### config.mk
export PLATFORM = sky130hd
export DESIGN_NAME = oled_text_renderer
export DESIGN_NICKNAME = d
export VERILOG_FILES = /design/src/rtl/oled_text_renderer.sv
export SDC_FILE = /design/constraint.sdc
export NUM_CORES = 1
export LEC_CHECK = 0
export BUFFER_PORTS_ARGS = -buffer_cell sky130_fd_sc_hd__buf_2
export CAP_MARGIN = 20
export CORE_ASPECT_RATIO = 1.1
export CORE_UTILIZATION = 47
export DETAILED_ROUTE_END_ITERATION = 6
export HOLD_SLACK_MARGIN = 0.15
export PLACE_DENSITY_LB_ADDON = 0.05
export SETUP_SLACK_MARGIN = 0.3
export SKIP_CTS_REPAIR_TIMING = 1
export SYNTH_ARGS = -nofsm -noshare
export SYNTH_HDL_FRONTEND = slang
export SYNTH_SLANG_ARGS = --single-unit
### constraint.sdc
create_clock -name clk -period 1.85 [get_ports clk]
set_clock_uncertainty 0.05 [all_clocks]
set_input_delay 0.2775 -clock clk [delete_from_list [all_inputs] [get_ports clk]]
set_output_delay 0.2775 -clock clk [all_outputs]
set_load 0.05 [all_outputs]
### src/rtl/oled_text_renderer.sv
`default_nettype none
// ============================================================================
// Module      : oled_text_renderer
// Description : Renders a short ASCII string through an external 8x8 font ROM
//               and streams it to an RGB565 pixel sink in strict raster order.
// Revision    : 1.0 - initial release
// ============================================================================
module oled_text_renderer #(
    parameter int          NUM_CHARS = 3,
    parameter logic [15:0] COLOR_FG  = 16'hFFFF,
    parameter logic [15:0] COLOR_BG  = 16'h0000,
    parameter int          SCREEN_W  = 96,
    parameter int          SCREEN_H  = 64
) (
    input  logic                   clk,
    input  logic                   rst_n,
    input  logic                   req_valid,
    output logic                   req_ready,
    input  logic [8*NUM_CHARS-1:0] req_chars,
    input  logic [3:0]             req_col,
    input  logic [2:0]             req_row,
    input  logic                   abort,
    output logic [10:0]            rom_addr,
    input  logic [7:0]             rom_data,
    input  logic                   rom_hit,
    output logic                   pix_valid,
    input  logic                   pix_ready,
    output logic [6:0]             pix_x,
    output logic [5:0]             pix_y,
    output logic [15:0]            pix_data,
    output logic                   busy,
    output logic                   done,
    output logic                   err_badchar,
    output logic                   err_range
);

    localparam int C_CW = (NUM_CHARS > 1) ? $clog2(NUM_CHARS) : 1;
    localparam logic [C_CW-1:0] C_C_LAST = C_CW'(NUM_CHARS - 1);

    typedef enum logic [2:0] {
        S_IDLE  = 3'd0,
        S_FETCH = 3'd1,
        S_WAIT  = 3'd2,
        S_EMIT  = 3'd3,
        S_DONE  = 3'd4
    } state_t;

    state_t                   r_state;
    state_t                   w_next;
    logic                     r_req_ready;
    logic [8*NUM_CHARS-1:0]   r_chars;
    logic [3:0]               r_col;
    logic [2:0]               r_row;
    logic [2:0]               r_p;
    logic [2:0]               r_r;
    logic [C_CW-1:0]          r_c;
    logic [7:0]               r_glyph;
    logic [10:0]              r_rom_addr;
    logic                     r_err_badchar;
    logic                     r_err_range;

    logic                     w_accept;
    logic                     w_pix_fire;
    logic                     w_range_bad;
    logic [31:0]              w_col_px_end;
    logic [31:0]              w_row_px_end;
    logic [C_CW-1:0]          w_adv_c;
    logic [2:0]               w_adv_r;
    logic [7:0]               w_adv_char;
    logic [3:0]               w_cell_x;
    logic                     w_emit;

    // Placement check is done on the raw request so a bad request never touches the ROM.
    assign w_col_px_end = ({28'd0, req_col} + 32'(NUM_CHARS)) << 3;
    assign w_row_px_end = ({29'd0, req_row} + 32'd1) << 3;
    assign w_range_bad  = (w_col_px_end > 32'(SCREEN_W)) || (w_row_px_end > 32'(SCREEN_H));

    // Next glyph position: walk across the characters, then drop to the next glyph row.
    assign w_adv_c    = (r_c == C_C_LAST) ? '0 : r_c + 1'b1;
    assign w_adv_r    = (r_c == C_C_LAST) ? r_r + 3'd1 : r_r;
    assign w_adv_char = r_chars[{w_adv_c, 3'b000} +: 8];

    // Next-state decode; abort wins over any pixel handshake in the same cycle.
    always_comb begin
        w_next     = r_state;
        w_accept   = 1'b0;
        w_pix_fire = 1'b0;
        case (r_state)
            S_IDLE: begin
                if (req_valid && r_req_ready) begin
                    w_accept = 1'b1;
                    w_next   = w_range_bad ? S_DONE : S_FETCH;
                end
            end
            S_FETCH: w_next = abort ? S_IDLE : S_WAIT;
            S_WAIT:  w_next = abort ? S_IDLE : S_EMIT;
            S_EMIT: begin
                if (abort) begin
                    w_next = S_IDLE;
                end else if (pix_ready) begin
                    w_pix_fire = 1'b1;
                    if (r_p == 3'd7) begin
                        w_next = ((r_c == C_C_LAST) && (r_r == 3'd7)) ? S_DONE : S_FETCH;
                    end
                end
            end
            S_DONE:  w_next = S_IDLE;
            default: w_next = S_IDLE;
        endcase
    end

    // State register; req_ready is registered so it stays low throughout reset.
    always_ff @(posedge clk or negedge rst_n) begin
        if (!rst_n) begin
            r_state     <= S_IDLE;
            r_req_ready <= 1'b0;
        end else begin
            r_state     <= w_next;
            r_req_ready <= (w_next == S_IDLE);
        end
    end

    // Request latch, glyph counters, ROM address and sticky error flags.
    always_ff @(posedge clk or negedge rst_n) begin
        if (!rst_n) begin
            r_chars       <= '0;
            r_col         <= '0;
            r_row         <= '0;
            r_p           <= '0;
            r_r           <= '0;
            r_c           <= '0;
            r_glyph       <= '0;
            r_rom_addr    <= '0;
            r_err_badchar <= 1'b0;
            r_err_range   <= 1'b0;
        end else begin
            if (w_accept) begin
                r_chars       <= req_chars;
                r_col         <= req_col;
                r_row         <= req_row;
                r_p           <= '0;
                r_r           <= '0;
                r_c           <= '0;
                r_err_badchar <= 1'b0;
                r_err_range   <= w_range_bad;
                if (!w_range_bad) begin
                    r_rom_addr <= {req_chars[7:0], 3'd0};
                end
            end
            if ((r_state == S_WAIT) && (w_next == S_EMIT)) begin
                r_glyph <= rom_hit ? rom_data : 8'h00;
                r_p     <= '0;
                if (!rom_hit) begin
                    r_err_badchar <= 1'b1;
                end
            end
            if (w_pix_fire) begin
                r_p <= r_p + 3'd1;
                if ((r_p == 3'd7) && (w_next == S_FETCH)) begin
                    r_c        <= w_adv_c;
                    r_r        <= w_adv_r;
                    r_rom_addr <= {w_adv_char, w_adv_r};
                end
            end
        end
    end

    // Pixel fields are forced to zero outside EMIT so idle outputs read as 0.
    always_comb begin
        w_emit   = (r_state == S_EMIT);
        w_cell_x = r_col + 4'(r_c);
        pix_x    = w_emit ? {w_cell_x, r_p} : 7'd0;
        pix_y    = w_emit ? {r_row, r_r} : 6'd0;
        pix_data = w_emit ? (r_glyph[r_p] ? COLOR_FG : COLOR_BG) : 16'h0000;
    end

    assign pix_valid   = w_emit;
    assign req_ready   = r_req_ready;
    assign rom_addr    = r_rom_addr;
    assign busy        = (r_state == S_FETCH) || (r_state == S_WAIT) || (r_state == S_EMIT);
    assign done        = (r_state == S_DONE);
    assign err_badchar = r_err_badchar;
    assign err_range   = r_err_range;

endmodule
`default_nettype wire

# Word level (Yosys, flattened, before mapping)

Index checks and enable logic that the tools add are counted.

Flip-flop bits (word level): 64
Input bits: 45
Output and inout bits: 46
Logic and storage cells: 80

Add/sub/neg operators: 6
Order comparisons: 3
Eq/ne operators: 9
Shifts and indexed selects: 1
Mux-type cells: 39
Reductions and logical operators: 10

Operator list:

| cell                                                                             | count |
|---|---|
| 11-bit two-way mux                                                               | 4 |
| 3-bit two-way mux                                                                | 13 |
| 16-bit two-way mux                                                               | 2 |
| 24-bit by 6-bit variable part select with 8-bit output                           | 1 |
| 2-bit two-way mux                                                                | 6 |
| 3-bit case mux with 4 select lines                                               | 1 |
| 3-bit by 2-bit equality test with 1-bit output (second input constant)           | 3 |
| 3-bit equality test (second input constant)                                      | 3 |
| 1-bit two-way mux                                                                | 9 |
| 8-bit by 7-bit greater-than comparator with 1-bit output (second input constant) | 1 |
| 8-bit two-way mux                                                                | 1 |
| 7-bit greater-than comparator (second input constant)                            | 1 |
| 7-bit two-way mux                                                                | 1 |
| 3-bit by 1-bit adder with 3-bit output (second input constant)                   | 2 |
| 3-bit by 1-bit equality test with 1-bit output (second input constant)           | 2 |
| 3-bit zero test                                                                  | 2 |
| 6-bit two-way mux                                                                | 1 |
| 4-bit by 2-bit adder with 5-bit output (second input constant)                   | 1 |
| 3-bit by 1-bit adder with 4-bit output (second input constant)                   | 1 |
| 4-bit by 2-bit adder with 4-bit output                                           | 1 |
| 1-bit logical AND                                                                | 4 |
| 3-bit by 4-bit less-than comparator with 1-bit output (second input constant)    | 1 |
| 1-bit binary-select mux with 3-bit select                                        | 1 |
| 1-bit logical OR                                                                 | 3 |
| other kinds (3)                                                                  | 3 |

# Depth between registers and ports, before layout

Depth after elaboration: 11
Mapped depth: 7
Mapped depth without buffers: 6

# Least setup slack after synthesis

Ideal clock, no wire load.

Kind: register to output
Start point: register r_state[0]
End point: output port pix_data[10]
Arrival time: 2.352 ns
Data required time: 1.522 ns
Setup slack: -0.829 ns
Cell stages (with the launch flop): 6
Path buffers: 2
Cells stage by stage: dfrtp_1 nand2_1 or2_1 clkbuf_1 nor2_1 buf_4

Cells in the longest elaborated chain, start to end: 2

RTL lines:

| what                                           | RTL line | text |
|---|---|---|
| start: declaration                             | 48       | `state_t r_state;` |
| start signal: assignment                       | 118      | `r_state <= w_next;` |
| 3-bit by 2-bit equality test with 1-bit output | 170      | `w_emit = (r_state == S_EMIT);` |
| 16-bit two-way mux                             | 174      | `pix_data = w_emit ? (r_glyph[r_p] ? COLOR_FG : COLOR_BG) : 16'h0000;` |
| end: declaration                               | 30       | `output logic [15:0] pix_data,` |

No other way between the ends.

# Worst setup path after layout

Start point: register r_p[0]
End point: output port pix_data[10]

Cells in the longest elaborated chain, start to end: 4

RTL lines:

| what                                      | RTL line | text |
|---|---|---|
| start: declaration                        | 54       | `logic [2:0] r_p;` |
| start signal: assignment                  | 158      | `r_p <= r_p + 3'd1;` |
| 1-bit binary-select mux with 3-bit select | 174      |  |
| 1-bit two-way mux (implied by the code)   | 174      |  |
| 16-bit two-way mux (2 in a row)           | 174      |  |

No other way between the ends. The select of a mux whose other input is x is not followed.

==> metrics.cfg <==
[sta]
slew_headroom = 0.646
finalHoldViolCount = 0
period_minus_slack_ns = 2.17
holdWs_ns = 0.184
rsz0062_at_grt = yes
fin_crit_sh = 1.17
drv_slew = 0
fmax_mhz = 461
layout_setup_ws_ns = -0.321
setup_viol = 28
finalSetupTns_ns = -6.50
worst_slew_pin_slew_ns = 0.530

[drt]
vias = 2884
wl_per_cell_um = 15.3
drt-total-wl_um = 8620
drtAntennaViolNets = 0
drt_iter0_drc = 144
vias_per_cell = 5.11
dr.pass1.iters = 4
drcViolationCount = 0

[floorplan]
start_util = 0.487
die_height_um = 88.7
core_sq_um = 6590
pin_count = 91
die_area_sq_um = 7170
die_x_um = 80.8
num_rows = 31

[grt]
grt_antenna_before_repair = 0
grt_pass1_wl_um = 11400
grt_pass1_vias = 2298
grt_max_degree = 65
grt_use_total = 0.218
grt_overflow_total = 0

[outcome]
outcome = complete, but fails checks
violations = negative setup slack

[synthesis]
synth_top_area_frac = 0.498
netlist_top_cells_count = nand2_1 (125), dfrtp_1 (64), buf_4 (18)
synth_compound_area_frac = 0.0966
yosys.cell_types.count = 42
synth_fa_ha_area_frac = 0.0296
yosys.area_share.xor_xnor = 0.00818
synth-simple-area-share = 0.215
synth_cells = 340
syn_area_sq_um = 3210
ys.flop_type = dfrtp_1
synth_area_leader_cell = dfrtp_1
synthTopCellsByArea = dfrtp_1 (50%), nand2_1 (15%), buf_4 (4.2%), mux2_2 (3.5%), mux2i_1 (3.4%)
ys_seq_area_frac = 0.498
synth-edff-count = 0
yosysWarnings = 0
muxShareOfSynthArea = 0.0833
syn_nets = 392
syn_avg_cell_area_sq_um = 9.45
synth.most_common_cell = nand2_1
ys_seq_elements = 64
async_flop_share = 1.00
synth_top_family_by_area = simple AND/OR/NAND/NOR gates

[setup_path]
crit_type = register to output pin
worstPathBufferInverterCount = 1
critPathMaxStageDelay_ns = 0.54
start_kind = register
crit_path_end_kind = output pin
critPathTopFamily = multiplexers
required_ns = 1.52
cp_slowest_cell = mux4_2
crit_arrival_ns = 1.84
critPathMaxFanout = 8
cp_cell_sequence = mux4_2 -> mux2i_4 -> nor2_4 -> buf_6

[place]
dp_slack_ns = 0.0427
io_buffers = 90
place_area_sq_um = 3750
place_hpwl_um = 4980
place_congestion = 0.792

[clock_network]
cts_tree = yes
cts_buffer_depth = 2
cts-root-buf = clkbuf_8
clk_latency_ns = 0.34
h-tree-depth = 3
path_clk_slew_ns = 0.07
numCtsBuffers = 9
cts_sinks = 64

[finish]
diodes = 0
nets = 529
syn2layout_area_growth_pct = 51.6
drive_gt1_frac = 0.396
stdcell_area_sq_um = 4870
final.fill_count = 485

[pwr]
power.total_uw = 5920
p_leak_uw = 0.00240
vdd.ir_drop.worst_uv = 913
cellPowerDensity_nw_per_um2 = 1210

[hold_path]
hold_path_class = input pin to register

[flow_run]
drv_cap = 0

==> cell families after synthesis <==
group | count (synthesis)
compound gates | 45
xor+xnor | 3
fa+ha+maj | 7
buf+inv | 37
flops | 64
mux | 23
simple gates | 161
==> layer usage <==
layer,vias to the layer above,share of wire,global-route usage
met5,-,0,0
met4,0,0.014,0.0925
met3,8,0.048,0.0433
met2,95,0.50,0.348
met1,1389,0.43,0.289
li1,1392,-,-
==> layout by cell type, fill, tap and decap left out, types with 10 or more instances in the layout <==
cell type      Yosys  layout
buf_4             18      17
buf_2              6      58
clkbuf_8           0      10
buf_6              1      24
buf_8              0      13
mux2_2            10      10
dfrtp_1           64      60
dlygate4sd3_1      0      41
nand2_1          125     124
mux2i_1           11      10
==> area by class of cell <==
type	instances	area, sq um	share of cell area
Sequential cell	64	1610	0.330
Multi-Input combinational cell	241	1580	0.324
Timing Repair Buffer	156	1350	0.278
Clock buffer	11	141	0.0290
Tap cell	82	103	0.0211
Clock inverter	5	56.3	0.0116
Inverter	4	22.5	0.00462
Timing Repair inverter	1	8.76	0.00180
==> stage by stage <==
step	std cells	utilization
floorplan	340	-
global placement	493	0.569
detailed placement	493	0.569
CTS	509	0.599
global route	564	0.739
finish	564	0.739
==> sequential cells by signal (all words and copies together) (netlist names) <==
register and cells:
r_chars 24, rom_addr 11, r_glyph 8, r_col 4, r_p 3, r_r 3
r_row 3, r_state 3, r_c 2, err_badchar 1, err_range 1, req_ready 1
==> power by group <==
part / switching, uW / leakage [uW] / internal, uW
clock: 553 / 0.0000993 / 657
sequential: 342 / 0.000815 / 1940
combinational: 1490 / 0.00149 / 936
total: 2380 / 0.00240 / 3540
==> path summary, 6_finish.rpt <==
kind | endpoint | start | slack, ns | cells after the start
min | err_badchar | rom_hit | 0.18 | 2
max in group asynchronous | r_state[1] | rst_n | 1.02 | 3
min reg2reg | r_chars[17] | r_chars[17] | 0.42 | 2
max reg2reg | r_c[0] | r_p[0] | -0.01 | 7
max | pix_data[10] | r_p[0] | -0.32 | 4
min in group asynchronous | r_glyph[4] | rst_n | 0.42 | 3
Power figures use the tool's default switching activity.
